**src/rtl/alu_seq.sv**
```systemverilog
// Multi-cycle ALU with valid/ready handshakes, an iterative shifter retiring
// up to SHIFT_STEP bits per cycle, and registered result and flags.
module alu_seq #(
  parameter int unsigned WIDTH      = 32,
  parameter int unsigned SHIFT_STEP = 1
) (
  input  logic             clk,
  input  logic             rst_n,
  input  logic             in_valid,
  output logic             in_ready,
  input  logic [WIDTH-1:0] in1,
  input  logic [WIDTH-1:0] in2,
  input  logic [3:0]       alu_op,
  output logic             out_valid,
  input  logic             out_ready,
  output logic [WIDTH-1:0] out,
  output logic             carry_flag,
  output logic             zero_flag,
  output logic             msb_flag
);

  localparam int unsigned SHW = $clog2(WIDTH);
  localparam int unsigned CW  = SHW + 1;

  localparam logic [3:0] OP_ADD  = 4'd0;
  localparam logic [3:0] OP_COMP = 4'd1;
  localparam logic [3:0] OP_SLL  = 4'd2;
  localparam logic [3:0] OP_SRL  = 4'd3;
  localparam logic [3:0] OP_SRA  = 4'd4;
  localparam logic [3:0] OP_DIFF = 4'd5;
  localparam logic [3:0] OP_AND  = 4'd6;
  localparam logic [3:0] OP_XOR  = 4'd7;
  localparam logic [3:0] OP_SUB  = 4'd8;
  localparam logic [3:0] OP_OR   = 4'd9;

  typedef enum logic [1:0] {IDLE, SHIFT, DONE} state_t;

  state_t           state, state_n;
  logic [WIDTH-1:0] acc, acc_n;
  logic [SHW-1:0]   cnt, cnt_n;
  logic [3:0]       op_q, op_n;
  logic [WIDTH-1:0] out_n;
  logic             carry_n, zero_n, msb_n;

  logic [WIDTH:0]   add_w, sub_w;
  logic [WIDTH-1:0] diff_idx, shifted;
  logic [CW-1:0]    step;

  // Arithmetic helpers and one shifter step of s = min(cnt, SHIFT_STEP)
  always_comb begin
    add_w    = {1'b0, in1} + {1'b0, in2};
    sub_w    = {1'b0, in1} + {1'b0, ~in2} + (WIDTH+1)'(1);
    diff_idx = WIDTH'(WIDTH);
    for (int i = WIDTH - 1; i >= 0; i--) begin
      if (in1[i] != in2[i]) diff_idx = WIDTH'(i);
    end
    step = ({1'b0, cnt} < CW'(SHIFT_STEP)) ? {1'b0, cnt} : CW'(SHIFT_STEP);
    case (op_q)
      OP_SLL:  shifted = acc << step;
      OP_SRL:  shifted = acc >> step;
      OP_SRA:  shifted = $signed(acc) >>> step;
      default: shifted = acc;
    endcase
  end

  // Next-state and datapath update
  always_comb begin
    state_n = state;
    acc_n   = acc;
    cnt_n   = cnt;
    op_n    = op_q;
    out_n   = out;
    carry_n = carry_flag;
    zero_n  = zero_flag;
    msb_n   = msb_flag;
    case (state)
      IDLE: begin
        if (in_valid) begin
          op_n    = alu_op;
          zero_n  = (in1 == '0);
          msb_n   = in1[WIDTH-1];
          carry_n = 1'b0;
          state_n = DONE;
          case (alu_op)
            OP_ADD:  begin out_n = add_w[WIDTH-1:0]; carry_n = add_w[WIDTH]; end
            OP_SUB:  begin out_n = sub_w[WIDTH-1:0]; carry_n = sub_w[WIDTH]; end
            OP_COMP: out_n = '0 - in2;
            OP_SLL, OP_SRL, OP_SRA: begin
              acc_n = in1;
              cnt_n = in2[SHW-1:0];
              out_n = in1;
              if (in2[SHW-1:0] != '0) state_n = SHIFT;
            end
            OP_DIFF: out_n = diff_idx;
            OP_AND:  out_n = in1 & in2;
            OP_XOR:  out_n = in1 ^ in2;
            OP_OR:   out_n = in1 | in2;
            default: out_n = '0;
          endcase
        end
      end
      SHIFT: begin
        acc_n = shifted;
        cnt_n = cnt - SHW'(step);
        if (cnt == SHW'(step)) begin
          out_n   = shifted;
          state_n = DONE;
        end
      end
      DONE: begin
        if (out_ready) state_n = IDLE;
      end
      default: state_n = IDLE;
    endcase
  end

  // Handshake outputs are registered copies of the next state
  always_ff @(posedge clk or negedge rst_n) begin
    if (!rst_n) begin
      state      <= IDLE;
      acc        <= '0;
      cnt        <= '0;
      op_q       <= '0;
      out        <= '0;
      carry_flag <= 1'b0;
      zero_flag  <= 1'b0;
      msb_flag   <= 1'b0;
      in_ready   <= 1'b1;
      out_valid  <= 1'b0;
    end else begin
      state      <= state_n;
      acc        <= acc_n;
      cnt        <= cnt_n;
      op_q       <= op_n;
      out        <= out_n;
      carry_flag <= carry_n;
      zero_flag  <= zero_n;
      msb_flag   <= msb_n;
      in_ready   <= (state_n == IDLE);
      out_valid  <= (state_n == DONE);
    end
  end

endmodule

```
**config.mk**
```make
export PLATFORM = sky130hd
export DESIGN_NAME = alu_seq
export DESIGN_NICKNAME = d
export VERILOG_FILES = /design/src/rtl/alu_seq.sv
export SDC_FILE = /design/constraint.sdc
export NUM_CORES = 1
export LEC_CHECK = 0
export CORE_ASPECT_RATIO = 0.9
export CORE_UTILIZATION = 55
export CTS_CLUSTER_DIAMETER = 50
export DETAILED_ROUTE_END_ITERATION = 10
export PLACE_DENSITY = 0.8
export SKIP_CTS_REPAIR_TIMING = 1
export SLEW_MARGIN = 20
export SYNTH_ARGS = -nofsm -noshare
export SYNTH_HDL_FRONTEND = slang
export SYNTH_SLANG_ARGS = --single-unit
```
**constraint.sdc**
```tcl
create_clock -name clk -period 3.5 [get_ports clk]
set_input_delay 0.525 -clock clk [delete_from_list [all_inputs] [get_ports clk]]
set_output_delay 0.525 -clock clk [all_outputs]
set_load 0.1 [all_outputs]
```
==> impl_metrics.csv, run 1 <==
group,metric,value,unit
status,status,"completed",
finish,stdcell_area,14270,um^2
finish,area_growth,37.65,%
pwr,combPwrFrac,0.629,
sta,finalCritPeriodShare,0.9818,
synthesis,synth_area_per_cell,7.453,um^2
pwr,pwr-share-clk,0.136,
setup_path,cp-end-kind,"register",
pwr,power_switching_share,0.5364,
cts,cts_tree,"done",
detailed_routing,via_per_inst,6.728,
sta,period_minus_slack,3436,ps
setup_path,critPathTopFamily,"compound AO/OA/AOI/OAI gates",
synthesis,synth_edf_count,0,
sta,slew_headroom,0.2855,
grt,grt_max_degree,81,
detailed_routing,drt-total-wl,47610,um
cts,cts.path.max_buffers,2,
setup_path,path_cells,"clkdlybuf4s50_1 > inv_1 > ha_1 > or3_1 > nor2_1 > o211ai_1 > a2111oi_1 > buf_4 > o21ai_0 > a31oi_1 > o221ai_1 > o21a_1",
worst_hold_path,min_path_type,"primary input to asynchronous set/reset pin",
sta,hold_slack,204.1,ps
grt,grt_pass1_wl,71720,um
detailed_routing,drc_errors,0,
sta,slew_viol_final,0,
finish,final_net_count,1917,
grt,grt_usage,0.4833,
detailed_routing,dr.pass1.iters,6,
synthesis,synthCells,1391,
sta,final-setup-viol-count,0,
setup_path,crit_type,"primary input to register",
synthesis,ys_seq_elements,80,
cts,cts-root-buf,"clkbuf_16",
floorplan,dieArea,19400,um^2
synthesis,synthArstFlopShare,1.000,
sta,hold_viol_final,0,
synthesis,ys_seq_area_frac,0.1932,
pwr,power.internal,3.552,mW
floorplan,core.rowCount,47,
pwr,p_per_area,536.9,nW/um^2
setup_path,reg2reg_to,"out[27]",
pwr,seq_power_share,0.235,
grt,grt_pass1_vias,12580,
sta,worstMarginPinSlew,1068,ps
floorplan,design.core.area,18410,um^2
synthesis,synthTopCellsByArea,"dfrtp_1 19%, ha_1 12%, a21oi_1 6.4%, o21ai_0 6.0%, nor2_1 4.2%",
place,io_buffers,108,
synthesis,yosys.area.top_type,"dfrtp_1",
pwr,p_leak,6.448,nW
finish,layout_commonest_cell,"buf_4",
finish,final_cell_mix,"327 x buf_4, 131 x a21oi_1, 123 x o21ai_0, 114 x nor2_1, 109 x inv_1",
place,hpwl,36680,um
job,maxCapViolCount,0,
grt,grt-ovfl-total,0,
sta,fin_skew,9.026,ps
setup_path,slowest_delay,520,ps
floorplan,io_pins,109,
cts,h-tree-depth,3,
setup_path,crit_required,3750,ps
setup_path,critPathCapture,"out[2]",
synthesis,ys.flop_type,"dfrtp_1",
synthesis,ys_warn_count,0,
setup_path,arrival,3690,ps
setup_path,worst-path-buf-inv,3,
setup_path,reg2reg_slack,140,ps
setup_path,cpMaxStageDelayCell,"clkdlybuf4s50_1",
setup_path,cp_num_cells,12,
synthesis,synth_top_area_frac,0.1907,
finish,antenna_cells,0,
place,place_congestion,1.105,
setup_path,crit_fanout,2,
setup_path,worstSetupStartpoint,"in1[29]",
finish,final_layout_size_suffix_gt1_frac,0.2293,
floorplan,fp.dieH,132.3,um
grt,antenna_found_initial,0,
floorplan,die_x,146.7,um
setup_path,critPathLaunchType,"primary input",
finish,nFillCells,1417,
setup_path,r2r-start,"cnt[4]",
synthesis,synth.distinct_cells,86,
cts,clk_pin_slew,70,ps
place,placed_cell_area,13830,um^2
sta,clock.fmax,291.0,MHz
finish,post-route-util,0.7753,
synthesis,synth.net_count,1564,
cts,cts_made_buffers,9,
pwr,ir_drop,0.5195,mV
cts,cts.sinks,80,
synthesis,syn-cell-area,10370,um^2
detailed_routing,dr.first_iter.drc_count,1818,
pwr,p_sw,4.110,mW
detailed_routing,post_drt_wl_per_cell,23.88,um
detailed_routing,num_vias,13420,
setup_path,reg2reg_depth,11,
detailed_routing,ant_nets,0,
cts,insertion_delay,360,ps
floorplan,start_util,0.5633,
## cells by family after synthesis
logic type	count (synthesis)	synth area share
compound gates	545	0.3425
simple gates	379	0.1861
buf+inv	205	0.08207
fa+ha+maj	101	0.1233
flops	80	0.1932
xor+xnor	49	0.04139
mux	32	0.03138
## through the flow
step | cells | setup WS, ps | power [mW] | setup TNS (ps)
2_1_floorplan | 1391 | 404.5 | 4.756 | 0
3_3_place_gp | 1975 | -286.2 | 6.321 | -4007
3_5_place_dp | 1975 | -334.3 | 6.421 | -5230
4_1_cts | 1991 | -55.28 | 7.464 | -111.4
5_1_grt | 1994 | -0.4103 | 7.954 | -0.4103
6_report | 1994 | 63.61 | 7.663 | 0
## power groups by stage
| stage | logic [mW] | registers [mW] | clock network (mW) |
|---|---|---|---|
| 3_3_place_gp | 4.56 | 1.76 | 0 |
| 3_5_place_dp | 4.65 | 1.77 | 0 |
| 5_1_grt | 5.06 | 1.83 | 1.06 |
| 4_1_cts | 4.69 | 1.76 | 1.02 |
| 6_report | 4.82 | 1.80 | 1.04 |
| 2_1_floorplan | 1.75 | 3.01 | 0 |
## synthesized netlist by cell type (28+ instances only)
cell type and n:
a21oi_1 133, a22oi_1 49, ha_1 99, clkbuf_1 67
dfrtp_1 79, mux2i_1 28, nor2_1 116, nand2_1 84
nor3_1 30, xnor2_1 42, inv_1 109, o21ai_0 125
## worst register-to-register path: stages, from the launching register on
cell      delay [ps]
dfrtp_1          430
nor4_4           300
or2_2            170
ha_1             160
or4b_2           660
nand2b_1         200
buf_4            160
nand2_4          150
buf_4            310
o22ai_1          150
or4_1            500
nand3_1          100
## per-layer routing
metal  wire length [um]  vias up  GRT usage
met3               7166      212     0.1529
li1                   -     5847          -
met4               2334        0     0.2251
met1              18550     6254     0.6554
met2              19560     1102     0.6933
met5                  0        -          0
## sequential cells by signal, indices dropped and copies added (netlist names)
signal,flops
out_valid,1
in_ready,1
out,32
op_q,4
carry_flag,1
state,2
zero_flag,1
acc,32
msb_flag,1
cnt,5
## final cells by class
class,count,area (um^2),area share
repair buffers,438,3607,0.2528
clock inverters,4,52.55,0.003682
clock buffers,12,256.5,0.01797
multi-input cells,1106,7636,0.5351
inverters,109,409.1,0.02867
flip-flops and latches,80,2003,0.1404
well taps,245,306.5,0.02148
## worst min-delay path by stage
| stage | from | to | slack, ps | depth (start not counted) |
|---|---|---|---|---|
| CTS | rst_n | out[2] | 430 | 1 |
| global placement | msb_flag | msb_flag | 470 | 2 |
| detailed placement | out[4] | out[4] | 480 | 1 |
| global route | rst_n | cnt[2] | 280 | 1 |
| finish | rst_n | acc[5] | 200 | 1 |
| floorplan | rst_n | acc[0] | 230 | 0 |
No activity file was read; power rests on OpenSTA's default activity.
==> run 2, diff against run 1 <==
Settings changed: ABC_AREA set to 0.
Clock period 3.5 ns to 3.6 ns, I/O delays scaled along.
==> impl_metrics.csv, run 2 (same netlist as run 1, synthesis figures left out) <==
group,metric,value,unit
sta,hold_viol_final,0,
status,status,"completed",
finish,stdcell_area,13790,um^2
setup_path,crit_required,3840,ps
grt,grt_max_degree,81,
finish,final_net_count,1864,
detailed_routing,via_per_inst,6.758,
place,dp.cells,1924,
setup_path,reg2reg_depth,13,
detailed_routing,drt-total-wl,46310,um
pwr,power_switching_share,0.5462,
pwr,seq_power_share,0.241,
floorplan,fp.dieH,132.3,um
pwr,p_leak,6.140,nW
floorplan,design.core.area,18410,um^2
grt,grt_usage,0.4668,
pwr,p_per_area,528.1,nW/um^2
setup_path,path_cells,"clkdlybuf4s50_1 > ha_1 > inv_1 > fa_1 > nor2b_1 > o311ai_1 > buf_4 > a211oi_2 > o21ai_2 > buf_4 > o21ai_1 > a2111oi_1 > a21o_1 > xnor2_1 > o21ai_0",
cts,cts-root-buf,"clkbuf_16",
sta,finalCritPeriodShare,0.9855,
grt,antenna_found_initial,0,
pwr,p_sw,3.978,mW
finish,reg.largest.list,"acc x32, out x32, cnt x5",
floorplan,io_pins,109,
setup_path,reg2reg_slack,110,ps
place,place_congestion,1.074,
floorplan,start_util,0.5633,
finish,nFillCells,1510,
detailed_routing,drc_errors,0,
grt,grt_pass1_wl,69300,um
sta,clock.fmax,281.9,MHz
finish,layout_commonest_cell,"buf_4",
grt,met3_usage,0.1322,
pwr,pwr-share-clk,0.130,
pwr,ir_drop,0.5452,mV
sta,period_minus_slack,3548,ps
finish,antenna_cells,0,
setup_path,critPathCapture,"out[22]",
sta,fin_skew,10.35,ps
place,placed_cell_area,13430,um^2
grt,grt-ovfl-total,0,
finish,final_cell_mix,"276 x buf_4, 131 x a21oi_1, 119 x o21ai_0, 114 x nor2_1, 109 x inv_1",
grt,use_met1,0.6524,
setup_path,reg2reg_to,"out[27]",
setup_path,critPathLaunchType,"primary input",
detailed_routing,dr.first_iter.drc_count,1878,
detailed_routing,dr.pass1.iters,6,
floorplan,core.rowCount,47,
grt,grt.busiest_layer,"met2",
setup_path,cpMostUsedCell,"buf_4",
setup_path,r2r-start,"cnt[4]",
grt,grt_pass1_vias,12090,
place,io_buffers,108,
detailed_routing,num_vias,13120,
worst_hold_path,min_path_type,"primary input to asynchronous set/reset pin",
setup_path,worstSetupStartpoint,"in2[0]",
setup_path,arrival,3790,ps
sta,slew_viol_final,0,
floorplan,dieArea,19400,um^2
finish,area_growth,33.02,%
setup_path,slowest_delay,560,ps
sta,final-setup-viol-count,0,
setup_path,crit_type,"primary input to register",
grt,grtUsageMet2,0.6746,
sta,slew_headroom,0.2980,
detailed_routing,post_drt_wl_per_cell,23.86,um
cts,cts.sinks,80,
finish,final_layout_size_suffix_gt1_frac,0.2040,
cts,insertion_delay,360,ps
pwr,power.internal,3.305,mW
setup_path,cpMaxStageDelayCell,"clkdlybuf4s50_1",
place,hpwl,36280,um
finish,fin_cells,1941,
floorplan,die_x,146.7,um
cts,cts_tree,"done",
sta,worstMarginPinSlew,1050,ps
cts,clk_pin_slew,80,ps
pwr,combPwrFrac,0.630,
setup_path,cp-end-kind,"register",
cts,cts.path.max_buffers,2,
cts,h-tree-depth,3,
cts,cts_made_buffers,9,
job,maxCapViolCount,0,
detailed_routing,ant_nets,0,
setup_path,crit_fanout,4,
[run 2: how the worst min path moves through the flow]
stage | from | endpoint | slack [ps] | depth (start not counted)
floorplan | rst_n | acc[0] | 240 | 0
global placement | msb_flag | msb_flag | 470 | 2
detailed placement | msb_flag | msb_flag | 480 | 2
CTS | rst_n | acc[3] | 420 | 1
global route | rst_n | cnt[2] | 270 | 1
finish | rst_n | out[3] | 220 | 1
[run 2: power by group through the flow]
stage / clock [mW] / combinational [mW] / sequential (mW)
global placement: 0 / 4.38 / 1.70
CTS: 0.931 / 4.47 / 1.72
floorplan: 0 / 1.70 / 2.93
finish: 0.943 / 4.59 / 1.75
detailed placement: 0 / 4.45 / 1.73
global route: 0.968 / 4.80 / 1.79
[run 2: critical path, delay by kind of cell]
kind | cells | cell delay (ps)
AO/OA/AOI/OAI | 7 | 1420
XOR/XNOR | 1 | 110
adder cells (fa/ha/maj) | 2 | 590
buffers and inverters | 4 | 940
AND/OR/NAND/NOR | 1 | 170
[run 2: area by class of cell]
cell class	instances	area [um^2]	share of cell area
multi-input cells	1106	7609	0.5517
repair buffers	385	3177	0.2304
flip-flops and latches	80	2003	0.1453
inverters	109	409.1	0.02967
well taps	245	306.5	0.02223
clock buffers	9	225.2	0.01633
clock inverters	7	61.31	0.004446
[run 2: stage by stage]
stage               setup TNS [ps]  hold slack (ps)  setup slack, ps  power [mW]  utilization
floorplan                        0            244.4            489.5       4.624            -
global placement             -1876            465.8           -186.8       6.078       0.7295
detailed placement           -2571            482.9           -247.0       6.179       0.7295
CTS                              0            416.6            83.37       7.127       0.7450
global route                -95.26            270.6           -89.64       7.551       0.7492
finish                           0            216.9            52.14       7.283       0.7492
[run 2: layer usage]
layer | up-vias | share of wire
li1 | 5762 | -
met1 | 6123 | 0.40
met2 | 1045 | 0.40
met3 | 188 | 0.15
met4 | 0 | 0.047
met5 | - | 0
